### config.mk
export PLATFORM = sky130hd
export DESIGN_NAME = pll_reset_sequencer
export DESIGN_NICKNAME = d
export VERILOG_FILES = /design/src/rtl/pll_reset_sequencer.sv
export SDC_FILE = /design/constraint.sdc
export NUM_CORES = 1
export LEC_CHECK = 0
export CAP_MARGIN = 20
export CORE_ASPECT_RATIO = 0.75
export CORE_UTILIZATION = 30
export CTS_CLUSTER_SIZE = 24
export DETAILED_ROUTE_END_ITERATION = 16
export MAX_ROUTING_LAYER = met4
export SLEW_MARGIN = 20
export SYNTH_ARGS = -nofsm -noshare
export SYNTH_HDL_FRONTEND = slang
export SYNTH_SLANG_ARGS = --single-unit
export TNS_END_PERCENT = 20
### constraint.sdc
create_clock -name clk -period 2.5 [get_ports clk]
set_input_delay 0.625 -clock clk [delete_from_list [all_inputs] [get_ports clk]]
set_output_delay 0.625 -clock clk [all_outputs]
set_load 0.05 [all_outputs]
### src/rtl/pll_reset_sequencer.sv
// ---------------------------------------------------------------------------
// pll_reset_sequencer
//
// Purpose:
//   Sits on the consumer side of the PLL lock interface. It brings the
//   asynchronous PLL LOCK signal into the PLL output clock domain and
//   sequences the system reset:
//     1. Reset stays asserted until the synchronised lock has been high for
//        STABLE_CYCLES consecutive cycles.
//     2. Reset then stays asserted for a further HOLD_CYCLES cycles.
//     3. Reset is released.
//   While running, the design re-asserts reset if lock stays low for
//   DROP_FILTER consecutive cycles. Each such filtered loss of lock is counted
//   in a saturating counter.
//
// Ports:
//   clk            in   1      PLL output clock (the only clock)
//   reset          in   1      synchronous, active-high reset
//   locked         in   1      PLL LOCK, asynchronous to clk
//   sys_reset      out  1      registered active-high system reset
//   ready          out  1      registered, always the inverse of sys_reset
//   state          out  2      0=WAIT_LOCK 1=STABLE 2=HOLD 3=RUN
//   lock_loss_cnt  out  CNT_W  saturating count of filtered lock losses
// ---------------------------------------------------------------------------
module pll_reset_sequencer #(
    parameter int SYNC_STAGES   = 2,
    parameter int STABLE_CYCLES = 1024,
    parameter int HOLD_CYCLES   = 16,
    parameter int DROP_FILTER   = 4,
    parameter int CNT_W         = 8
) (
    input  logic             clk,
    input  logic             reset,
    input  logic             locked,
    output logic             sys_reset,
    output logic             ready,
    output logic [1:0]       state,
    output logic [CNT_W-1:0] lock_loss_cnt
);

    // One counter is shared by STABLE and HOLD, so it is sized for the larger
    // of the two terminal values. The drop filter has its own counter because
    // it is only used in RUN.
    localparam int SEQ_MAX = (STABLE_CYCLES > HOLD_CYCLES) ? STABLE_CYCLES : HOLD_CYCLES;
    localparam int SEQ_W   = (SEQ_MAX > 1) ? $clog2(SEQ_MAX) : 1;
    localparam int DROP_W  = (DROP_FILTER > 1) ? $clog2(DROP_FILTER) : 1;

    localparam logic [SEQ_W-1:0]  STABLE_LAST = SEQ_W'(STABLE_CYCLES - 1);
    localparam logic [SEQ_W-1:0]  HOLD_LAST   = SEQ_W'(HOLD_CYCLES - 1);
    localparam logic [DROP_W-1:0] DROP_LAST   = DROP_W'(DROP_FILTER - 1);

    typedef enum logic [1:0] {
        ST_WAIT_LOCK = 2'd0,
        ST_STABLE    = 2'd1,
        ST_HOLD      = 2'd2,
        ST_RUN       = 2'd3
    } state_t;

    // -----------------------------------------------------------------------
    // Lock synchroniser. Only the last flop (w_lock_s) is used anywhere.
    // -----------------------------------------------------------------------
    logic [SYNC_STAGES-1:0] r_sync;
    logic                   w_lock_s;

    always_ff @(posedge clk) begin
        if (reset) begin
            r_sync[0] <= 1'b0;
        end else begin
            r_sync[0] <= locked;
        end
    end

    generate
        for (genvar gi = 1; gi < SYNC_STAGES; gi++) begin : g_sync
            always_ff @(posedge clk) begin
                if (reset) begin
                    r_sync[gi] <= 1'b0;
                end else begin
                    r_sync[gi] <= r_sync[gi-1];
                end
            end
        end
    endgenerate

    assign w_lock_s = r_sync[SYNC_STAGES-1];

    // -----------------------------------------------------------------------
    // Sequencer FSM
    // -----------------------------------------------------------------------
    state_t              r_state;
    state_t              w_state_next;
    logic [SEQ_W-1:0]    r_cnt;
    logic [SEQ_W-1:0]    w_cnt_next;
    logic [DROP_W-1:0]   r_drop;
    logic [DROP_W-1:0]   w_drop_next;
    logic [CNT_W-1:0]    r_loss;
    logic [CNT_W-1:0]    w_loss_next;
    logic                r_sys_reset;
    logic                r_ready;
    logic                w_sys_reset_next;

    always_ff @(posedge clk) begin
        if (reset) begin
            r_state     <= ST_WAIT_LOCK;
            r_cnt       <= '0;
            r_drop      <= '0;
            r_loss      <= '0;
            r_sys_reset <= 1'b1;
            r_ready     <= 1'b0;
        end else begin
            r_state     <= w_state_next;
            r_cnt       <= w_cnt_next;
            r_drop      <= w_drop_next;
            r_loss      <= w_loss_next;
            r_sys_reset <= w_sys_reset_next;
            r_ready     <= ~w_sys_reset_next;
        end
    end

    always_comb begin
        w_state_next = r_state;
        w_cnt_next   = r_cnt;
        w_drop_next  = r_drop;
        w_loss_next  = r_loss;

        case (r_state)
            ST_WAIT_LOCK: begin
                if (w_lock_s) begin
                    w_state_next = ST_STABLE;
                    w_cnt_next   = '0;
                end
            end

            ST_STABLE: begin
                // Any low sample restarts qualification. This is not a loss.
                if (!w_lock_s) begin
                    w_state_next = ST_WAIT_LOCK;
                end else if (r_cnt == STABLE_LAST) begin
                    w_state_next = ST_HOLD;
                    w_cnt_next   = '0;
                end else begin
                    w_cnt_next = r_cnt + 1'b1;
                end
            end

            ST_HOLD: begin
                if (!w_lock_s) begin
                    w_state_next = ST_WAIT_LOCK;
                end else if (r_cnt == HOLD_LAST) begin
                    w_state_next = ST_RUN;
                    w_drop_next  = '0;
                end else begin
                    w_cnt_next = r_cnt + 1'b1;
                end
            end

            ST_RUN: begin
                if (w_lock_s) begin
                    w_drop_next = '0;
                end else if (r_drop == DROP_LAST) begin
                    w_state_next = ST_WAIT_LOCK;
                    w_drop_next  = '0;
                    if (!(&r_loss)) begin
                        w_loss_next = r_loss + 1'b1;
                    end
                end else begin
                    w_drop_next = r_drop + 1'b1;
                end
            end

            default: begin
                w_state_next = ST_WAIT_LOCK;
            end
        endcase

        // Outputs are a decode of the next state. As a result, the registered
        // reset and ready change only on the edge where the state changes.
        w_sys_reset_next = (w_state_next != ST_RUN);
    end

    assign sys_reset     = r_sys_reset;
    assign ready         = r_ready;
    assign state         = r_state;
    assign lock_loss_cnt = r_loss;

endmodule

# [After elaboration in Yosys (flattened, before gate mapping)]
# Cells that the tools add are included.
[op_classes] mux=19 n_bitwise=3 n_reduce_logical=7 addsub=3 eq_ne=12
[op_table] cell="2-to-1 mux 10 bit" count=5
[op_table] cell="case mux 10 bit (3 select lines)" count=1
[op_table] cell="2-to-1 mux 2 bit" count=11
[op_table] cell="inequality test 2 bit, second input constant" count=6
[op_table] cell="adder 10 x 1 -> 10 bit, second input constant" count=1
[op_table] cell="equality test 10 bit, second input constant" count=1
[op_table] cell="equality test 10 x 4 -> 1 bit, second input constant" count=1
[op_table] cell="adder 8 x 1 -> 8 bit, second input constant" count=1
[op_table] cell="case mux 2 bit (4 select lines)" count=1
[op_table] cell="AND reduction 8 bit" count=1
[op_table] cell="equality test 2 bit, second input constant" count=3
[op_table] cell="AND reduction 5 bit" count=1
[op_table] cell="case mux 2 bit (2 select lines)" count=1
[op_table] cell="AND reduction 4 bit" count=1
[op_table] cell="NOT 1 bit" count=3
[op_table] cell="AND reduction 3 bit" count=1
[op_table] cell="nonzero test 3 bit" count=1
[op_table] cell="adder 2 x 1 -> 2 bit, second input constant" count=1
[op_table] cell="equality test 2 x 1 -> 1 bit, second input constant" count=1
[op_table] cell="zero test 2 bit" count=1
[op_table] cell="nonzero test 2 bit" count=1
[word_totals] inputBits=3 output_inout_bits=12 reg_bits=26 elab_cells=52

# [Depth between registers and ports, before layout]
[logic_depth] word_depth=6 depth_mapped=7 ltp_nobuf=6

# [Least setup slack after synthesis]
# Ideal clock, no wire load.
[synth_timing] path_kind="reg2reg" start="register r_state[0] (netlist: state[0])" end="register r_cnt[6]" setup_slack_ps=34 n_path_buf=1 t_arrival_ps=2332 synth_period_minus_slack_ps=2466 path_stages_with_launch=8 required_time_ps=2366 setup_time_ps=134 cell_sequence="dfxtp_1 > inv_1 > ha_1 > or4_4 > and2_0 > clkbuf_1 > o31ai_1 > a21oi_1"
[synth_between] elab_chain_len=3 word_cells_on_any_way=10 cone_classes="eq/ne (6); mux (1); reduce/logical (3)"
[synth_lines] item="from (decl)" line="90" text="state_t r_state;"
[synth_lines] item="from (signal assigned)" line="111" text="r_state <= w_state_next;"
[synth_lines] item="equality test 2 bit, or another cell as far along" line="126" text="case (r_state)"
[synth_lines] item="inequality test 2 bit (no source line) or nonzero test 3 bit (tied branches)"
[synth_lines] item="AND reduction 5 bit (no source line)"
[synth_lines] item="to (signal assigned)" line="112" text="r_cnt <= w_cnt_next;"
[synth_lines] item="to (decl)" line="92" text="logic [SEQ_W-1:0] r_cnt;"
# Several ways; a longest one is shown, not always the timed one.
# A chain may end at the register's enable or synchronous reset.

# [Worst setup path after layout]
[layout_timing] start="register r_state[0] (netlist: state[0])" end="register r_ready (netlist: ready)"
[layout_between] elab_chain_len=5 word_cells_on_any_way=14 cone_classes="eq/ne (4); mux (8); bitwise (1); reduce/logical (1)"
[layout_lines] item="2-to-1 mux 2 bit (on tied branches)" line="160, 138, 149"
[layout_lines] item="2-to-1 mux 2 bit (on tied branches)" line="158, 136, 147"
[layout_lines] item="case mux 2 bit (4 select lines) *" line="126"
[layout_lines] item="inequality test 2 bit *" line="178" text="w_sys_reset_next = (w_state_next != ST_RUN);"
[layout_lines] item="NOT 1 bit *" line="116" text="r_ready <= ~w_sys_reset_next;"
[layout_lines] item="to (signal assigned)" line="116"
[layout_lines] item="to (decl)" line="99" text="logic r_ready;"
# Mark *: on every way between the ends. The rest lies on a longest branch, timed or not.

==> flow_metrics.py <==
metrics = {
    "detailed_routing": {
        "viasPerCell": 5.33,
        "ant_nets": 0,
        "drt_first_iter_violations": 85,
        "wl_per_cell_um": 13.2,
        "drc_errors": 0,
        "dr.pass1.iters": 4,
        "via_count": 1273,
        "wl_um": 3150,
    },
    "timing": {
        "finalHoldViolCount": 0,
        "slew_headroom_pct": 62.3,
        "setup_violations": 0,
        "rsz0062_at_grt": "no",
        "final.setup.tns_ns": 0,
        "hold_ws_ns": 0.438,
        "finalCritPeriodShare_pct": 92.3,
        "tightest_slew_ns": 0.551,
        "slew_viol_final": 0,
        "min_period_ns": 2.31,
        "skew_ns": 0.00680,
        "fmax_mhz": 433,
    },
    "clock_network": {
        "clk_pin_slew_ns": 0.10,
        "post_cts_resized": 0,
        "post-cts-setup-buffers": 0,
        "clkLatencyLatePin_ns": 0.27,
        "ctsHoldBuffers": 0,
        "cts_buffer_depth": 2,
        "numCtsBuffers": 3,
        "cts_tree": "yes",
        "htree_levels": 1,
        "cts_root_buffer": "clkbuf_8",
        "cts.sinks": 26,
    },
    "synth": {
        "synthAdderAreaFrac_pct": 7.65,
        "yosysSeqAreaShare_pct": 35.3,
        "yosysUniqueCellTypes": 42,
        "synth_compound_area_share_pct": 19.2,
        "syn_area_um2": 1470,
        "synthTopCellsByArea": "dfxtp_1 (35%), ha_1 (7.6%), xnor2_1 (4.8%), nand4_1 (3.8%), nor2b_1 (3.8%)",
        "synth_top_family_by_area": "simple AND/OR/NAND/NOR gates",
        "synth_nets": 180,
        "synth_simple_gate_area_share_pct": 29.6,
        "synth_ff_type": "dfxtp_1",
        "synth_enable_flop_cells": 0,
        "synth.top_cell.area_share_pct": 35.3,
        "synthCells": 168,
        "async_flop_share_pct": 0,
        "synth_seq_cells": 26,
        "synth_xor_area_share_pct": 4.76,
        "ys_warn_count": 0,
        "syn_area_per_cell_um2": 8.77,
        "synth_top_area_cell": "dfxtp_1",
        "muxShareOfSynthArea_pct": 0.680,
    },
    "placed_design": {
        "dp_hpwl_um": 2250,
        "dpl-instance-area_um2": 1670,
        "port_buffers": 14,
        "routabilityCongestion": 0.812,
        "dp_cells": 235,
    },
    "floorplan": {
        "die_area_um2": 5200,
        "die_h_um": 62.7,
        "die_x_um": 82.9,
        "core_area_um2": 4600,
        "num_rows": 21,
        "start_util_pct": 32.0,
        "ioPinCount": 15,
    },
    "flow_run": {
        "drv_cap": 0,
    },
    "grt": {
        "grt_pass1_wl_um": 5430,
        "top_usage_layer": "met2",
        "met1_usage_pct": 18.3,
        "grt_max_degree": 16,
        "grt_usage_pct": 13.0,
        "grt_pass1_vias": 1150,
        "antenna_found_initial": 0,
        "grt_use_met2_pct": 19.2,
        "grtUsageMet3_pct": 3.17,
        "overflow": 0,
    },
    "power": {
        "p_leak_nw": 0.576,
        "ir_worst_vdd_mv": 0.260,
        "cellPowerDensity_nw_per_um2": 466,
    },
    "setup_path": {
        "crit_type": "reg -> reg",
        "end_kind": "flop",
        "required_ns": 2.73,
        "crit_chain": "inv_1, ha_1, nor4b_1, nand3_1, a221oi_1, and3_1",
        "cp_data_arrival_time_ns": 2.54,
        "slowest_stage": "nor4b_1",
        "start_kind": "flop",
        "path_max_fanout": 8,
        "cpPeakStageDelay_ns": 0.47,
    },
    "final_layout": {
        "n_fill_cell": 458,
        "layout.nets": 195,
        "mostFrequentLayoutCells": "dfxtp_1 (26), nor2_1 (14), clkdlybuf4s50_1 (14), nand3_1 (10)",
        "multiInputGateArea_um2": 911,
        "regArea_um2": 520,
        "syn_to_final_growth_pct": 18.4,
        "final_area_um2": 1740,
        "mostFrequentLayoutCell": "dfxtp_1",
        "drive_gt1_share_pct": 4.40,
        "n_antenna_cell": 0,
        "finalNonFillerCells": 239,
    },
    "hold_path": {
        "worstHoldPathType": "reg -> reg",
    },
    "status": {
        "outcome": "complete, no violations",
    },
}
final timing paths:
| kind | startpoint | end | slack [ns] | depth (start not counted) |
|---|---|---|---|---|
| worst max-delay path | state[0] | ready | 0.19 | 6 |
| worst min-delay path | r_sync[0] | w_lock_s | 0.44 | 1 |
| worst max register to register | state[0] | ready | 0.19 | 6 |
| worst min register to register | r_sync[0] | w_lock_s | 0.44 | 1 |
layer usage:
| layer | vias up | part of all wire, % |
|---|---|---|
| met4 | 0 | 0 |
| met3 | 0 | 4.3 |
| met1 | 571 | 54 |
| li1 | 664 | - |
| met5 | - | 0 |
| met2 | 38 | 42 |
sequential cells by signal, indices dropped and copies added (netlist names):
| name | flops |
|---|---|
| r_cnt | 10 |
| lock_loss_cnt | 8 |
| r_drop | 2 |
| state | 2 |
| r_sync | 1 |
| ready | 1 |
| sys_reset | 1 |
| w_lock_s | 1 |
cell families (layout without fill, tap and decap cells):
| kind of cell | count (synthesis) | count (layout) |
|---|---|---|
| simple gates | 76 | 76 |
| xor+xnor | 8 | 8 |
| flops | 26 | 26 |
| compound gates | 37 | 37 |
| mux | 1 | 1 |
| buf+inv | 11 | 25 |
| fa+ha+maj | 9 | 9 |
report_power, final:
| group | switching, mW | total (mW) | internal [mW] |
|---|---|---|---|
| Sequential | 0.00282 | 0.419 | 0.416 |
| Combinational | 0.0256 | 0.0387 | 0.0131 |
| Clock | 0.141 | 0.355 | 0.214 |
synthesized netlist by cell type (2+ instances only):
master	count
ha_1	9
nand4_1	9
o211ai_1	4
clkbuf_1	5
a32oi_1	2
a31oi_1	2
a211oi_1	4
and2_1	2
a2111oi_0	2
nand3_1	10
and3_1	5
nor2b_1	9
nor4b_1	2
xnor2_1	8
nand2_1	6
nand2b_1	3
nor2_1	14
and4_1	2
dfxtp_1	26
o21ai_0	6
inv_1	6
a21oi_1	6
nor3_1	2
o31ai_1	3
or3_1	4
worst max-delay path: cells and delay by family (launching register included):
family / cells / cell delay, ns
DFF: 1 / 0.37
AOI/OAI and AO/OA: 1 / 0.45
and+or+nand+nor: 3 / 1.00
adders and majority gates: 1 / 0.31
buffers and inverters: 1 / 0.14
stage by stage:
step / setup WS, ns / utilization [%] / power (mW)
final: 0.191 / 37.9 / 0.813
after global routing: 0.0338 / 37.9 / 0.849
after CTS: 0.230 / 37.9 / 0.828
after detailed placement: 0.257 / 36.4 / 0.467
after global placement: 0.309 / 36.4 / 0.467
after floorplan: 0.0340 / - / 0.456
area by class of cell:
| type | instances | area share, % |
|---|---|---|
| Multi-Input combinational cell | 131 | 52.2 |
| Sequential cell | 26 | 29.8 |
| Timing Repair Buffer | 15 | 8.46 |
| Tap cell | 57 | 4.09 |
| Clock buffer | 3 | 2.37 |
| Clock inverter | 1 | 1.72 |
| Inverter | 6 | 1.29 |
Power figures use the tool's default switching activity.
